<file path="src/rtl/alu_bcd_pkg.sv">
// Shared types and constants for the ALU result to BCD converter.
// Seven-segment constants are active-low gfedcba; they are used only when
// ALU_BCD_SEG7_EN is defined.
package alu_bcd_pkg;

    typedef enum logic [1:0] {
        ST_IDLE  = 2'd0,
        ST_SHIFT = 2'd1,
        ST_DONE  = 2'd2
    } state_t;

    localparam logic [6:0] SEG_BLANK = 7'h7F;
    localparam logic [6:0] SEG_MINUS = 7'b0111111;
    localparam logic [6:0] SEG_E     = 7'b0000110;

    // Active-low segment pattern for a decimal digit; non-decimal codes blank.
    function automatic logic [6:0] seg7_digit(input logic [3:0] d);
        logic [6:0] s;
        case (d)
            4'd0:    s = 7'b1000000;
            4'd1:    s = 7'b1111001;
            4'd2:    s = 7'b0100100;
            4'd3:    s = 7'b0110000;
            4'd4:    s = 7'b0011001;
            4'd5:    s = 7'b0010010;
            4'd6:    s = 7'b0000010;
            4'd7:    s = 7'b1111000;
            4'd8:    s = 7'b0000000;
            4'd9:    s = 7'b0010000;
            default: s = SEG_BLANK;
        endcase
        return s;
    endfunction

endpackage

</file>
<file path="src/rtl/bcd_to_seg7.sv">
// One BCD digit to an active-low seven-segment pattern, with forced blanking.
module bcd_to_seg7
    import alu_bcd_pkg::*;
(
    input  logic [3:0] digit,
    input  logic       blank,
    output logic [6:0] seg_c
);

    // Pure lookup; the parent registers the result.
    always_comb begin
        seg_c = SEG_BLANK;
        if (!blank) begin
            seg_c = seg7_digit(digit);
        end
    end

endmodule

</file>
<file path="src/rtl/alu_result_bcd.sv">
// Captures one ALU result plus overflow flag, converts the magnitude to packed
// BCD with sequential double-dabble and holds it behind a valid/ready handshake.
// Optional seven-segment outputs are enabled with the ALU_BCD_SEG7_EN macro.
module alu_result_bcd
    import alu_bcd_pkg::*;
#(
    parameter int unsigned WIDTH  = 16,
    parameter int unsigned DIGITS = 5,
    parameter int unsigned SIGNED = 1
) (
    input  logic                  clk,
    input  logic                  rst_n,
    input  logic                  in_valid,
    output logic                  in_ready,
    input  logic [WIDTH-1:0]      result,
    input  logic                  overflow,
    output logic                  out_valid,
    input  logic                  out_ready,
    output logic [4*DIGITS-1:0]   bcd,
    output logic                  neg,
    output logic                  err
`ifdef ALU_BCD_SEG7_EN
    ,
    output logic [7*DIGITS-1:0]   seg,
    output logic [6:0]            seg_sign
`endif
);

    localparam int unsigned BW        = 4 * DIGITS;
    localparam int unsigned CW        = $clog2(WIDTH + 1);
    localparam bit          IS_SIGNED = (SIGNED != 0);

    state_t            state;
    logic [WIDTH-1:0]  mag;
    logic [BW-1:0]     scratch;
    logic [CW-1:0]     cnt;

    logic [BW-1:0]     adj_c;
    logic [BW-1:0]     shift_c;
    logic [WIDTH-1:0]  mag_shift_c;
    logic              accept_c;
    logic              last_c;
    logic              is_neg_c;

    // One double-dabble step: add 3 to every digit >= 5, then shift in the next magnitude bit.
    always_comb begin
        adj_c = scratch;
        for (int i = 0; i < int'(DIGITS); i++) begin
            if (scratch[4*i +: 4] >= 4'd5) begin
                adj_c[4*i +: 4] = scratch[4*i +: 4] + 4'd3;
            end
        end
        shift_c     = {adj_c[BW-2:0], mag[WIDTH-1]};
        mag_shift_c = {mag[WIDTH-2:0], 1'b0};
        accept_c    = in_valid & in_ready;
        last_c      = (cnt == CW'(WIDTH - 1));
        is_neg_c    = IS_SIGNED & result[WIDTH-1];
    end

    // Control FSM with registered handshake and result outputs.
    always_ff @(posedge clk or negedge rst_n) begin
        if (!rst_n) begin
            state     <= ST_IDLE;
            in_ready  <= 1'b1;
            out_valid <= 1'b0;
            bcd       <= '0;
            neg       <= 1'b0;
            err       <= 1'b0;
            mag       <= '0;
            scratch   <= '0;
            cnt       <= '0;
        end else begin
            case (state)
                ST_IDLE: begin
                    if (accept_c) begin
                        in_ready <= 1'b0;
                        if (overflow) begin
                            err       <= 1'b1;
                            bcd       <= '0;
                            neg       <= 1'b0;
                            out_valid <= 1'b1;
                            state     <= ST_DONE;
                        end else begin
                            // Two's complement negate is exact for the most negative value.
                            mag     <= is_neg_c ? (~result + WIDTH'(1)) : result;
                            neg     <= is_neg_c;
                            err     <= 1'b0;
                            scratch <= '0;
                            cnt     <= '0;
                            state   <= ST_SHIFT;
                        end
                    end
                end
                ST_SHIFT: begin
                    scratch <= shift_c;
                    mag     <= mag_shift_c;
                    cnt     <= cnt + CW'(1);
                    if (last_c) begin
                        bcd       <= shift_c;
                        out_valid <= 1'b1;
                        state     <= ST_DONE;
                    end
                end
                ST_DONE: begin
                    if (out_ready) begin
                        out_valid <= 1'b0;
                        in_ready  <= 1'b1;
                        state     <= ST_IDLE;
                    end
                end
                default: begin
                    state     <= ST_IDLE;
                    in_ready  <= 1'b1;
                    out_valid <= 1'b0;
                end
            endcase
        end
    end

`ifdef ALU_BCD_SEG7_EN
    logic [DIGITS-1:0]   blank_c;
    logic [7*DIGITS-1:0] seg_c;
    logic                lead_zero_c;

    // Leading-zero blanking from the most significant digit down; ones digit always shown.
    always_comb begin
        blank_c     = '0;
        lead_zero_c = 1'b1;
        for (int i = int'(DIGITS) - 1; i >= 0; i--) begin
            lead_zero_c = lead_zero_c & (shift_c[4*i +: 4] == 4'd0);
            blank_c[i]  = lead_zero_c & (i != 0);
        end
    end

    for (genvar g = 0; g < int'(DIGITS); g++) begin : g_dig
        bcd_to_seg7 u_dig (
            .digit (shift_c[4*g +: 4]),
            .blank (blank_c[g]),
            .seg_c (seg_c[7*g +: 7])
        );
    end

    // Display registers load on the same edge that raises out_valid.
    always_ff @(posedge clk or negedge rst_n) begin
        if (!rst_n) begin
            seg      <= {DIGITS{SEG_BLANK}};
            seg_sign <= SEG_BLANK;
        end else if ((state == ST_IDLE) && accept_c && overflow) begin
            seg      <= {{(DIGITS-1){SEG_BLANK}}, SEG_E};
            seg_sign <= SEG_BLANK;
        end else if ((state == ST_SHIFT) && last_c) begin
            seg      <= seg_c;
            seg_sign <= neg ? SEG_MINUS : SEG_BLANK;
        end
    end
`endif

endmodule

</file>
<file path="config.mk">
export PLATFORM = sky130hd
export DESIGN_NAME = alu_result_bcd
export DESIGN_NICKNAME = d
export VERILOG_FILES = /design/src/rtl/alu_bcd_pkg.sv /design/src/rtl/bcd_to_seg7.sv /design/src/rtl/alu_result_bcd.sv
export SDC_FILE = /design/constraint.sdc
export NUM_CORES = 1
export LEC_CHECK = 0
export ABC_AREA = 1
export CAP_MARGIN = 30
export CORE_MARGIN = 2
export CORE_UTILIZATION = 63
export CTS_CLUSTER_SIZE = 20
export DETAILED_ROUTE_END_ITERATION = 10
export DONT_BUFFER_PORTS = 1
export PLACE_DENSITY = 0.79
export SYNTH_ARGS = -nofsm -noshare
export SYNTH_HDL_FRONTEND = slang
export SYNTH_HIERARCHICAL = 1
export SYNTH_SLANG_ARGS = --single-unit
</file>
<file path="constraint.sdc">
create_clock -name clk -period 2.3 [get_ports clk]
set_input_delay 0 -clock clk [delete_from_list [all_inputs] [get_ports clk]]
set_output_delay 0 -clock clk [all_outputs]
set_load 0.02 [all_outputs]
</file>
* After elaboration in Yosys (flattened, before gate mapping)
Index checks and enable logic that the tools add are counted.
** Storage, ports and cells
- Memories kept :: 0
- Bits of input ports :: 21
- Register bits :: 67
- Output and inout port bits :: 24
- Bits in read-only memories :: 0
- Logic and storage cells :: 74
- Bits in writable memories :: 0
- Bits in latches :: 0
** Cells by class
- Magnitude comparators :: 5
- Div/mod/pow operators :: 0
- Equality and inequality tests :: 8
- $add $sub $neg :: 7
- Shift-type cells :: 0
- Muxes and demuxes :: 34
- Bitwise logic cells :: 3
- Reduce and logical (&&, ||, !) cells :: 8
- Multiply operators :: 0
** Operators with widths (count)
- 20-bit two-way mux :: 5
- 20-bit case mux with 2 select lines :: 2
- 16-bit two-way mux :: 3
- 16-bit case mux with 2 select lines :: 1
- 4-bit by 3-bit >= comparator with 1-bit output, second input constant :: 5
- 16-bit by 1-bit adder with 16-bit output, second input constant :: 1
- 4-bit by 2-bit adder with 4-bit output, second input constant :: 4
- 4-bit two-way mux :: 4
- 16-bit inverter :: 1
- 5-bit two-way mux :: 2
- 2-bit inequality test, second input constant :: 5
- 5-bit case mux with 2 select lines :: 1
- 3-bit AND reduction :: 3
- 1-bit two-way mux :: 8
- 2-bit two-way mux :: 4
- 4-bit AND reduction :: 2
- 1-bit case mux with 3 select lines :: 2
- 2-bit case mux with 3 select lines :: 1
- 5-bit by 1-bit adder with 5-bit output, second input constant :: 1
- 5-bit by 4-bit == test with 1-bit output, second input constant :: 1
- 3-bit by 2-bit adder with 3-bit output, second input constant :: 1
- 3-bit two-way mux :: 1
- 2-bit by 1-bit == test with 1-bit output, second input constant :: 1
- 2-bit == test, second input constant :: 1
- other kinds (5) :: 5

* Longest topological paths before layout
- Depth in word-level cells :: 6
- Mapped depth :: 11
- Gate-level depth less buffers :: 10

* Least setup slack after synthesis
No wires, ideal clock.
- Path type :: reg2reg
- From :: register cnt[0]
- To :: register bcd[4]
- Cell stages (with the launch flop) :: 11
- Arrival :: 1.506 ns
- Slack :: 0.672 ns
- Period minus slack after synthesis :: 1.628 ns
- Path through :: dfrtp_1 -> ha_1 -> inv_1 -> nor3_1 -> ha_1 -> or2_1 -> nand2_2 -> nor2_4 -> nand2_8 -> buf_8 -> o21ai_1
** Between the ends
- Longest elaborated chain between the ends :: 3
** RTL lines
- start: declaration :: RTL line alu_result_bcd.sv:36 : logic [CW-1:0] cnt;
- start signal: assignment :: RTL line alu_result_bcd.sv:97 : cnt <= cnt + CW'(1);
- 5-bit by 4-bit == test with 1-bit output :: RTL line alu_result_bcd.sv:56 : last_c = (cnt == CW'(WIDTH - 1));
- 2-bit inequality test (no source line)
- 4-bit AND reduction (no source line)
- end signal: assignment :: RTL line alu_result_bcd.sv:99 : bcd <= shift_c;
- end: declaration :: RTL line alu_result_bcd.sv:19 : output logic [4*DIGITS-1:0] bcd,
Every way passes these cells.
A chain may end at the register's enable or synchronous reset.

* Final worst setup path
- From :: register state[1]
- To :: register mag[1]
** Between the ends
- Longest elaborated chain between the ends :: 3
** RTL lines
- start: declaration :: RTL line alu_result_bcd.sv:33 : state_t state;
- start signal: assignment :: RTL line alu_result_bcd.sv:63 : state <= ST_IDLE;
- start signal: assignment :: RTL line alu_result_bcd.sv:82 : state <= ST_DONE;
- start signal: assignment :: RTL line alu_result_bcd.sv:90 : state <= ST_SHIFT;
- 2-bit by 1-bit == test with 1-bit output / 2-bit logical NOT (equally long branches) :: RTL line alu_result_bcd.sv:73 : case (state)
- 2-bit nonzero test (no source line) / 2-bit inequality test (equally long branches)
- 3-bit AND reduction (no source line)
- end signal: assignment :: RTL line alu_result_bcd.sv:85 : mag <= is_neg_c ? (~result + WIDTH'(1)) : result;
- end signal: assignment :: RTL line alu_result_bcd.sv:96 : mag <= mag_shift_c;
- end: declaration :: RTL line alu_result_bcd.sv:34 : logic [WIDTH-1:0] mag;
Parallel ways exist; a longest one is shown, timed or not.

==> flow_summary.toml <==
[finish]
final_core_util_pct = 73.4
multi_input_area_um2 = 1700
num-nets-final = 518
layout-drive-gt1-share_pct = 11.2
syn_to_final_growth_pct = 11.4
antenna_cells = 0
fill_cells = 429
fin_cells = 561
seq_area_um2 = 1680
stdcell_area_um2 = 4090

[cts]
cts_root_buffer = "clkbuf_8"
tritoncts = "yes"
clkSinkCount = 67
cts-buffers-inserted = 9
cts_htree_levels = 3
clock_latency_ns = 0.33
clk_path_buf_depth = 2
clk_pin_slew_worst_paths_ns = 0.07

[yosys]
ys_ff_latch = 67
synth_ff_type = "dfrtp_1"
synthCells = 466
syn_area_per_cell_um2 = 7.88
synth_nets = 500
async_reset_ff_share_pct = 100
ys_warn_count = 6
syn_area_um2 = 3670
ys_seq_area_share_pct = 45.7
ys_types = 32
synth-edff-count = 0

[route]
wl_per_cell_um = 13.4
first_iter_violations = 203
drtPass1Iterations = 4
vias = 3101
ant_nets = 0
drcViolationCount = 0
vias_per_cell = 5.53
routed_wl_mm = 7.54

[sta]
fin_crit_sh_pct = 80.5
fmax_mhz = 540
period_needed_ns = 1.85
fin_tns_setup_ns = 0
skew_ns = 0.00550
hold_viol_final = 0
final-setup-viol-count = 0
report.final.slew_viol_count = 0
rsz0062_at_grt = "false"
relSlewSlack_pct = 68.5
worst_pin_slew_ns = 0.467

[pwr]
p_leak_uw = 0.00200
p_per_area_nw_per_um2 = 1180
total_power_uw = 4840
irDropWorstVdd_uv = 887

[placement]
gp_congestion = 0.795
place_inst = 525
dp_hpwl_mm = 4.80
placed_area_um2 = 3680
portBuffers = 0

[worst_hold_path]
hold_path.class = "in2reg"
hp-start = "result[15]"

[die]
die_h_um = 80.4
num_rows = 27
io_pins = 45
die-area_um2 = 6460
die_x_um = 80.4
initial_utilization_pct = 65.9
fp.coreArea_um2 = 5570

[critical_path]
cp.required_ns = 2.56
crit_path_start = "state[1]"
crit_type = "reg2reg"
reg2reg_from = "state[1]"
critPathArrivalTime_ns = 2.11
crit_fanout = 25
cp-end-kind = "flip-flop"
cp-start-kind = "flip-flop"

[global_routing]
grt_overflow = 0
grt_max_degree = 68
grt_pass1_wl_mm = 13.0
track_usage_pct = 25.9
grt_pass1_vias = 3113
antenna_found_initial = 0

[job]
cap_violations = 0

[run_status]
status = "finished clean"
[cell usage in the layout (no fill, tap or decap), drive strengths merged, types with 2 or more instances in the layout]
cell,synthesis,routed
nand2,126,126
dlygate4sd3,0,19
xor2,4,4
clkbuf,7,11
nor2,57,57
o211ai,2,2
dfrtp,66,66
nand4,3,3
nand3,22,22
nor3,4,4
ha,13,13
o21ai,79,79
a21oi,14,14
inv,50,50
clkinv,0,3
buf,9,4
[critical path, stage by stage, from the launching register on]
cell,delay (ns)
dfrtp_1,0.44
nor2_4,0.14
buf_4,0.30
a21oi_1,0.06
o21ai_0,0.08
dlygate4sd3_1,0.56
o21ai_0,0.07
o21ai_1,0.13
[routing by layer]
metal | up-vias | GRT usage [%] | share of wire, %
li1 | 1535 | - | -
met1 | 1468 | 31.0 | 45
met2 | 80 | 43.9 | 48
met3 | 18 | 5.62 | 4.6
met4 | 0 | 12.9 | 2.4
met5 | - | 0 | 0
[final cells by class]
type	instances	area share (%)
multi-input cells	333	41.6
well taps	72	2.20
inverters	50	4.58
flip-flops and latches	67	41.0
clock inverters	5	1.28
repair buffers	23	5.87
clock buffers	11	3.45
[kinds of logic (layout without fill, tap and decap cells)]
group,Yosys count,count (layout),share of synthesized area [%]
simple gates,216,216,25.1
fa+ha+maj,13,13,4.43
flops,67,67,45.7
buf+inv,66,89,7.94
compound gates,100,100,15.9
xor+xnor,4,4,0.954
[synth_stat cells, types with 3 or more instances]
cell type,instances,area (um^2)
xor2_1,4,35.0
a21oi_1,14,70.1
clkbuf_1,7,26.3
nand3_1,22,110
buf_2,5,25.0
nor2_1,55,206
nand4_1,3,18.8
o21ai_0,57,285
nand2_1,114,428
nor3_1,4,20.0
ha_1,13,163
inv_1,47,176
o21ai_2,18,158
nand2_2,11,68.8
dfrtp_1,66,1650
inv_2,3,11.3
o21ai_1,4,20.0
[worst paths after layout]
path                       cells past startpoint  slack, ns           to
max                                            7       0.45       mag[1]
min                                            4       0.03       mag[3]
max reg2reg                                    7       0.45       mag[1]
min reg2reg                                    2       0.48       mag[9]
max in group asynchronous                      2       1.80     in_ready
min in group asynchronous                      2       0.18  scratch[10]
[through the flow]
| step | setup WS [ns] | hold WS, ns |
|---|---|---|
| finish | 0.449 | 0.0262 |
| global route | 0.267 | 0.0408 |
| CTS | 0.438 | 0.00352 |
| detailed placement | 0.466 | -0.294 |
| global placement | 0.540 | -0.294 |
| floorplan | 0.672 | -0.296 |
[report_power, final]
part           switching (uW)  total, uW  leakage, uW  internal (uW)
sequential                425       2030     0.000887           1610
combinational            1250       1840      0.00101            592
clock                     439        964    0.0000991            525
[flip-flops by register name, summed over array words and instances, names as in the netlist, 2 cells and up]
register,count
cnt,5
bcd,20
mag,16
state,2
scratch,20
[what timing repair did]
item,4_1_cts,5_1_grt
endpoints found under the setup margin,0,0
setup buffers,0,0
hold endpoints to repair,85,0
hold buffers,20,0
resized for setup,0,0
Power figures use the tool's default switching activity.
